### src/rtl/mem_loader_pkg.sv
// Shared definitions for the byte-stream memory loader.
//   DataW          : memory word width (two bytes per word)
//   FrameHdrBytes  : ADDR(2) + CNT(2) header bytes ahead of the payload
//   loader_state_e : loader FSM encoding
//   is_byte_state  : true in every state that accepts a byte from the receiver
package mem_loader_pkg;

  localparam int unsigned BytesPerWord  = 2;
  localparam int unsigned DataW         = BytesPerWord * 8;
  localparam int unsigned FrameHdrBytes = 4;

  typedef enum logic [3:0] {
    StIdle,
    StAddrHi,
    StAddrLo,
    StCntHi,
    StCntLo,
    StDatHi,
    StDatLo,
    StWrA,
    StWrM,
    StChkHi,
    StChkLo,
    StFin
  } loader_state_e;

  function automatic logic is_byte_state(loader_state_e s);
    return s inside {StAddrHi, StAddrLo, StCntHi, StCntLo, StDatHi, StDatLo, StChkHi, StChkLo};
  endfunction

endpackage

### src/rtl/mem_loader_if.sv
// Loader-facing bundle: start pulse, byte stream from the UART receiver, data memory write port
// and loader status.
//   master : loader side (consumes start/rx stream, drives memory port and status)
//   slave  : environment side (receiver, memory block, controller)
interface mem_loader_if;
  import mem_loader_pkg::*;

  logic             start;
  logic [7:0]       rx_data;
  logic             rx_valid;
  logic             rx_ready;
  logic             reg_a_en;
  logic             reg_d_en;
  logic             reg_m_en;
  logic [DataW-1:0] data_out;
  logic             cpu_hold;
  logic             busy;
  logic             done;
  logic             err;

  modport master (
    input  start, rx_data, rx_valid,
    output rx_ready, reg_a_en, reg_d_en, reg_m_en, data_out, cpu_hold, busy, done, err
  );

  modport slave (
    output start, rx_data, rx_valid,
    input  rx_ready, reg_a_en, reg_d_en, reg_m_en, data_out, cpu_hold, busy, done, err
  );

endinterface

### src/rtl/mem_loader_timer.sv
// Inter-byte timeout: loadable down-counter.
//   clk_i     : clock
//   rst_ni    : synchronous active-low reset
//   clear_i   : reload with Cycles
//   tick_i    : count one idle cycle
//   expired_o : counter has reached zero
module mem_loader_timer #(
  parameter int unsigned Cycles = 1000000
) (
  input  logic clk_i,
  input  logic rst_ni,
  input  logic clear_i,
  input  logic tick_i,
  output logic expired_o
);

  localparam int unsigned CntW = $clog2(Cycles + 1);

  logic [CntW-1:0] cnt_q, cnt_d;

  always_comb begin
    cnt_d = cnt_q;
    if (clear_i) begin
      cnt_d = CntW'(Cycles);
    end else if (tick_i && (cnt_q != '0)) begin
      cnt_d = cnt_q - CntW'(1);
    end
  end

  always_ff @(posedge clk_i) begin
    if (!rst_ni) begin
      cnt_q <= '0;
    end else begin
      cnt_q <= cnt_d;
    end
  end

  assign expired_o = (cnt_q == '0);

endmodule

### src/rtl/mem_loader.sv
// Byte-stream program loader. Takes big-endian frames ADDR(2) CNT(2) DATA(2*CNT) from a UART
// receiver and writes each word to data memory via an A-register load followed by a memory write,
// holding the CPU off the memory port meanwhile.
// Optional feature macro MEM_LOADER_CHECKSUM_EN: frame carries a trailing 16-bit sum of the data
// words; a mismatch ends the frame with err (already written words stay).
//   clk_i  : clock, all logic on posedge
//   rst_ni : synchronous active-low reset
//   bus    : mem_loader_if.master (start, rx stream, memory strobes/data, status)
module mem_loader
  import mem_loader_pkg::*;
#(
  parameter int unsigned AddrW         = 13,
  parameter int unsigned TimeoutCycles = 1000000
) (
  input  logic         clk_i,
  input  logic         rst_ni,
  mem_loader_if.master bus
);

  loader_state_e    state_q, state_d;
  logic [7:0]       byte_hi_q, byte_hi_d;
  logic [AddrW-1:0] addr_q, addr_d;
  logic [15:0]      cnt_q, cnt_d;
  logic [DataW-1:0] word_q, word_d;
  logic             busy_q, busy_d;
  logic             done_q, done_d;
  logic             err_q, err_d;
`ifdef MEM_LOADER_CHECKSUM_EN
  logic [DataW-1:0] chk_q, chk_d;
`endif

  logic             rx_ready;
  logic             accept;
  logic [15:0]      rx_pair;
  logic             tmr_clear, tmr_tick, tmr_expired;

  assign rx_ready = is_byte_state(state_q);
  assign accept   = bus.rx_valid && rx_ready;
  assign rx_pair  = {byte_hi_q, bus.rx_data};

  mem_loader_timer #(
    .Cycles (TimeoutCycles)
  ) u_timer (
    .clk_i     (clk_i),
    .rst_ni    (rst_ni),
    .clear_i   (tmr_clear),
    .tick_i    (tmr_tick),
    .expired_o (tmr_expired)
  );

  always_comb begin
    state_d   = state_q;
    byte_hi_d = byte_hi_q;
    addr_d    = addr_q;
    cnt_d     = cnt_q;
    word_d    = word_q;
    busy_d    = busy_q;
    done_d    = done_q;
    err_d     = err_q;
`ifdef MEM_LOADER_CHECKSUM_EN
    chk_d     = chk_q;
`endif
    tmr_clear = 1'b0;
    tmr_tick  = 1'b0;

    unique case (state_q)
      // FIN behaves like IDLE for one cycle so a start right after done is not lost
      StIdle, StFin: begin
        state_d = StIdle;
        if (bus.start) begin
          state_d   = StAddrHi;
          busy_d    = 1'b1;
          done_d    = 1'b0;
          err_d     = 1'b0;
          tmr_clear = 1'b1;
`ifdef MEM_LOADER_CHECKSUM_EN
          chk_d     = '0;
`endif
        end
      end
      StAddrHi, StCntHi, StDatHi, StChkHi: begin
        if (accept) begin
          byte_hi_d = bus.rx_data;
          unique case (state_q)
            StAddrHi: state_d = StAddrLo;
            StCntHi:  state_d = StCntLo;
            StDatHi:  state_d = StDatLo;
            default:  state_d = StChkLo;
          endcase
        end
      end
      StAddrLo: begin
        if (accept) begin
          addr_d  = AddrW'(rx_pair);
          state_d = StCntHi;
        end
      end
      StCntLo: begin
        if (accept) begin
          cnt_d = rx_pair;
          if (rx_pair == 16'd0) begin
`ifdef MEM_LOADER_CHECKSUM_EN
            state_d = StChkHi;
`else
            state_d = StFin;
            busy_d  = 1'b0;
            done_d  = 1'b1;
`endif
          end else begin
            state_d = StDatHi;
          end
        end
      end
      StDatLo: begin
        if (accept) begin
          word_d  = rx_pair;
`ifdef MEM_LOADER_CHECKSUM_EN
          chk_d   = chk_q + rx_pair;
`endif
          state_d = StWrA;
        end
      end
      StWrA: state_d = StWrM;
      StWrM: begin
        addr_d = addr_q + AddrW'(1);
        if (cnt_q == 16'd1) begin
`ifdef MEM_LOADER_CHECKSUM_EN
          state_d = StChkHi;
`else
          state_d = StFin;
          busy_d  = 1'b0;
          done_d  = 1'b1;
`endif
        end else begin
          cnt_d   = cnt_q - 16'd1;
          state_d = StDatHi;
        end
      end
`ifdef MEM_LOADER_CHECKSUM_EN
      StChkLo: begin
        if (accept) begin
          busy_d = 1'b0;
          if (rx_pair == chk_q) begin
            state_d = StFin;
            done_d  = 1'b1;
          end else begin
            state_d = StIdle;
            err_d   = 1'b1;
          end
        end
      end
`endif
      default: state_d = StIdle;
    endcase

    // Timeout supervision; an accepted byte always wins over expiry in the same cycle
    if (rx_ready) begin
      if (accept) begin
        tmr_clear = 1'b1;
      end else if (tmr_expired) begin
        state_d = StIdle;
        busy_d  = 1'b0;
        err_d   = 1'b1;
      end else begin
        tmr_tick = 1'b1;
      end
    end
  end

  always_ff @(posedge clk_i) begin
    if (!rst_ni) begin
      state_q   <= StIdle;
      byte_hi_q <= '0;
      addr_q    <= '0;
      cnt_q     <= '0;
      word_q    <= '0;
      busy_q    <= 1'b0;
      done_q    <= 1'b0;
      err_q     <= 1'b0;
`ifdef MEM_LOADER_CHECKSUM_EN
      chk_q     <= '0;
`endif
    end else begin
      state_q   <= state_d;
      byte_hi_q <= byte_hi_d;
      addr_q    <= addr_d;
      cnt_q     <= cnt_d;
      word_q    <= word_d;
      busy_q    <= busy_d;
      done_q    <= done_d;
      err_q     <= err_d;
`ifdef MEM_LOADER_CHECKSUM_EN
      chk_q     <= chk_d;
`endif
    end
  end

  // Strobes decode straight from the state, so they can never overlap
  always_comb begin
    bus.data_out = '0;
    if (state_q == StWrA) begin
      bus.data_out = DataW'(addr_q);
    end else if (state_q == StWrM) begin
      bus.data_out = word_q;
    end
  end

  assign bus.rx_ready = rx_ready;
  assign bus.reg_a_en = (state_q == StWrA);
  assign bus.reg_m_en = (state_q == StWrM);
  assign bus.reg_d_en = 1'b0;
  assign bus.busy     = busy_q;
  assign bus.cpu_hold = busy_q;
  assign bus.done     = done_q;
  assign bus.err      = err_q;

endmodule

### src/flat_wrapper.sv
// flat-port wrapper written by rule: the top's interface ports become plain ports
module mem_loader_flat import mem_loader_pkg::*;
#(
  parameter int unsigned AddrW         = 13,
  parameter int unsigned TimeoutCycles = 1000000
)
  (clk_i, rst_ni, bus_start, bus_rx_data, bus_rx_valid, bus_rx_ready, bus_reg_a_en, bus_reg_d_en, bus_reg_m_en, bus_data_out, bus_cpu_hold, bus_busy, bus_done, bus_err);
  mem_loader_if bus_i ();
  input  logic clk_i;
  input  logic rst_ni;
  input wire logic [$bits(bus_i.start)-1:0] bus_start;
  input wire logic [$bits(bus_i.rx_data)-1:0] bus_rx_data;
  input wire logic [$bits(bus_i.rx_valid)-1:0] bus_rx_valid;
  output wire logic [$bits(bus_i.rx_ready)-1:0] bus_rx_ready;
  output wire logic [$bits(bus_i.reg_a_en)-1:0] bus_reg_a_en;
  output wire logic [$bits(bus_i.reg_d_en)-1:0] bus_reg_d_en;
  output wire logic [$bits(bus_i.reg_m_en)-1:0] bus_reg_m_en;
  output wire logic [$bits(bus_i.data_out)-1:0] bus_data_out;
  output wire logic [$bits(bus_i.cpu_hold)-1:0] bus_cpu_hold;
  output wire logic [$bits(bus_i.busy)-1:0] bus_busy;
  output wire logic [$bits(bus_i.done)-1:0] bus_done;
  output wire logic [$bits(bus_i.err)-1:0] bus_err;
  assign bus_i.start = bus_start;
  assign bus_i.rx_data = bus_rx_data;
  assign bus_i.rx_valid = bus_rx_valid;
  assign bus_rx_ready = bus_i.rx_ready;
  assign bus_reg_a_en = bus_i.reg_a_en;
  assign bus_reg_d_en = bus_i.reg_d_en;
  assign bus_reg_m_en = bus_i.reg_m_en;
  assign bus_data_out = bus_i.data_out;
  assign bus_cpu_hold = bus_i.cpu_hold;
  assign bus_busy = bus_i.busy;
  assign bus_done = bus_i.done;
  assign bus_err = bus_i.err;
  mem_loader #(.AddrW(AddrW), .TimeoutCycles(TimeoutCycles)) u_core (.clk_i(clk_i), .rst_ni(rst_ni), .bus(bus_i));
endmodule
### config.mk
export PLATFORM = sky130hd
export DESIGN_NAME = mem_loader_flat
export DESIGN_NICKNAME = d
export VERILOG_FILES = /design/src/rtl/mem_loader_pkg.sv /design/src/rtl/mem_loader_if.sv /design/src/rtl/mem_loader_timer.sv /design/src/rtl/mem_loader.sv /design/src/flat_wrapper.sv
export SDC_FILE = /design/constraint.sdc
export NUM_CORES = 1
export LEC_CHECK = 0
export CORE_AREA = 3 3 94 96
export DETAILED_ROUTE_END_ITERATION = 8
export DIE_AREA = 0 0 97 99
export PLACE_DENSITY = 0.78
export SLEW_MARGIN = 20
export SYNTH_ARGS = -nofsm -noshare
export SYNTH_HDL_FRONTEND = slang
export SYNTH_SLANG_ARGS = --single-unit
### constraint.sdc
create_clock -name clk_i -period 2.32 [get_ports clk_i]
set_input_delay 0.348 -clock clk_i [delete_from_list [all_inputs] [get_ports clk_i]]
set_output_delay 0.348 -clock clk_i [all_outputs]
set_load 0.02 [all_outputs]
==> out/results.ini <==
[synthesis]
synth_cell_types = 64
yosys-top-cells-area = dfxtp_1 36%, nor2_1 6.3%, mux2i_1 5.5%
ys_seq_area_share_pct = 36.5
synth_flop_cell = dfxtp_1
synth_top_area_cell = dfxtp_1
ys_warn_count = 0
synth_top_area_share_pct = 36.5
synth_area_per_cell_um2 = 8.01
synthArstFlopShare_pct = 0
syn_area_um2 = 4390
synth-seq-cells = 80
synth_cells = 548
synth_edf_count = 0
syn-num-nets = 564

[cells_and_area]
area_growth_pct = 18.9
final_cell_mix = 80 x dfxtp_1, 74 x nor2_1, 46 x a21oi_1, 45 x nand2_1, 38 x buf_4
layout_commonest_cell = dfxtp_1
fillers = 693
drive_gt1_share_pct = 14.8
multi_input_area_um2 = 2610
fin_nets = 611
final_util_pct = 64.2
seq_area_um2 = 1600
antenna_cells = 0

[floorplan]
core_um2 = 8130
start_util_pct = 54.0
die_w_um = 97
fp.dieH_um = 99
rows = 33
io_pins = 36
die-area_um2 = 9600

[hold_path]
whs_path_depth = 2
hp-class = reg -> reg

[critical_path]
cp.arrival_ns = 2.55
cpPeakStageDelay_ns = 0.62
reg2reg_depth = 5
cp_top_family = simple AND/OR/NAND/NOR gates
critPathKind = reg -> reg
critPathMaxFanout = 43
cp-start-kind = register
cp.required_ns = 2.62
cp.depth = 5
critPathBufInv = 1
path_cells = or4b_4, buf_4, or3_4, or3_1, a31oi_1
crit_path_end_kind = register
cpMaxStageDelayCell = or4b_4

[pwr]
ir_worst_vdd_mv = 0.291
p_leak_nw = 1.97
p_per_area_nw_per_um2 = 679

[timing]
drv_slew = 0
slew-limit-headroom_pct = 57.2
finalSetupViolCount = 0
rsz0062_at_grt = false
hold_viol_final = 0
period_minus_slack_ns = 2.25
tightestPinTransition_ns = 0.637
fmax_mhz = 445
fin_ws_ns = 0.0715
period_share_pct = 96.9
fin_skew_ns = 0.0159

[clocking]
cts.hold.buffers_added = 0
clk_latency_ns = 0.36
clkSlewWorstSetupHoldPaths_ns = 0.09
tritoncts.num_buffers = 9
numClockSinks = 80
cts_tree = done
h-tree-depth = 3
clock_path_buffers = 2
cts_root_buffer = clkbuf_8

[placement]
gp_congestion = 0.927
dp_hpwl_mm = 8.37
portBuffers = 34
place_ws_ns = -0.0675

[grt]
grt_first_pass_wirelength_mm = 19.9
grt_max_degree = 44
grt_usage_pct = 25.0
gr-total-overflow = 0
antenna_found_initial = 0
grt_pass1_vias = 4007

[routing]
drc = 0
drt.antenna.violating_nets = 0
drt-initial-drc-count = 416
vias = 4386
totalWireLength_mm = 12.0
routedWlPerCell_um = 17.0
viasPerCell = 6.22
drt_pass1_iterations = 5

[outcome]
outcome = complete, no violations

[run]
max_cap_viol_count = 0

worst register-to-register path, delay by kind of cell, from the launching register on:
kind | cells | cell delay [ns]
AOI/OAI and AO/OA | 1 | 0.15
DFF | 1 | 0.33
buffers and inverters | 1 | 0.30
and+or+nand+nor | 3 | 1.41
power breakdown:
part           internal, mW  switching, mW
clock network         0.613          0.542
logic                 0.359          0.480
registers              1.45         0.0948
total                  2.43           1.12
layout make-up:
class / instances / area share, %
clock buffers: 10 / 2.44
clock inverters: 6 / 1.75
inverters: 9 / 0.743
multi-input cells: 418 / 50.0
flip-flops and latches: 80 / 30.7
well taps: 105 / 2.52
repair buffers: 76 / 11.7
repair inverters: 1 / 0.168
cell families after synthesis:
group	count (synthesis)	share of synthesized area, %
AOI/OAI and AO/OA	147	22.6
xor gates and xnor gates	17	3.39
adders and majority gates	4	1.14
buffers and inverters	50	4.73
DFF	80	36.5
muxes	24	5.47
other	1	0.0854
and+or+nand+nor	225	26.1
layer usage:
metal | GRT usage, % | part of all wire, %
met5 | 0 | 0
met4 | 7.78 | 1.6
met3 | 4.67 | 6.6
met2 | 39.1 | 46
met1 | 35.0 | 46
metrics by stage:
stage	total power [mW]	hold WS [ns]	cell area, µm²	instances	setup TNS, ns
after detailed placement	2.39	0.467	5030	688	-0.508
final	3.54	0.474	5220	705	0
after global placement	2.36	0.462	5030	688	0
after floorplan	2.13	0.452	4400	548	0
after global routing	3.72	0.504	5220	705	0
after CTS	3.54	0.478	5250	705	0
Yosys cell counts (8+ instances only):
cell type	n
or3_1	8
nor3_1	10
dfxtp_1	80
inv_1	8
nor2_1	74
nor4_1	20
a21oi_1	46
xor2_1	13
mux2i_1	24
nand4_1	10
clkbuf_1	30
o21ai_0	20
nand2_1	46
nand3_1	18
a22o_1	14
o211ai_1	13
path summary, 6_finish.rpt:
path	start	end	slack, ns
min	u_core.bus.err	u_core.bus.err	0.47
max	u_core.state_q[1]	u_core.addr_q[12]	0.07
max reg2reg	u_core.state_q[1]	u_core.addr_q[12]	0.07
min reg2reg	u_core.bus.err	u_core.bus.err	0.47
registers in the layout (all words and copies together) (netlist names), 4 cells and up:
register              flops
u_core.addr_q            13
u_core.byte_hi_q          8
u_core.state_q            4
u_core.cnt_q             16
u_core.u_timer.cnt_q     20
u_core.word_q            16
timing repair:
item	in CTS	in global routing
buffers inserted	0	0
gates cloned	1	0
setup endpoints to repair	31	30
resized for setup	24	37
No activity file was read; power rests on OpenSTA's default activity.
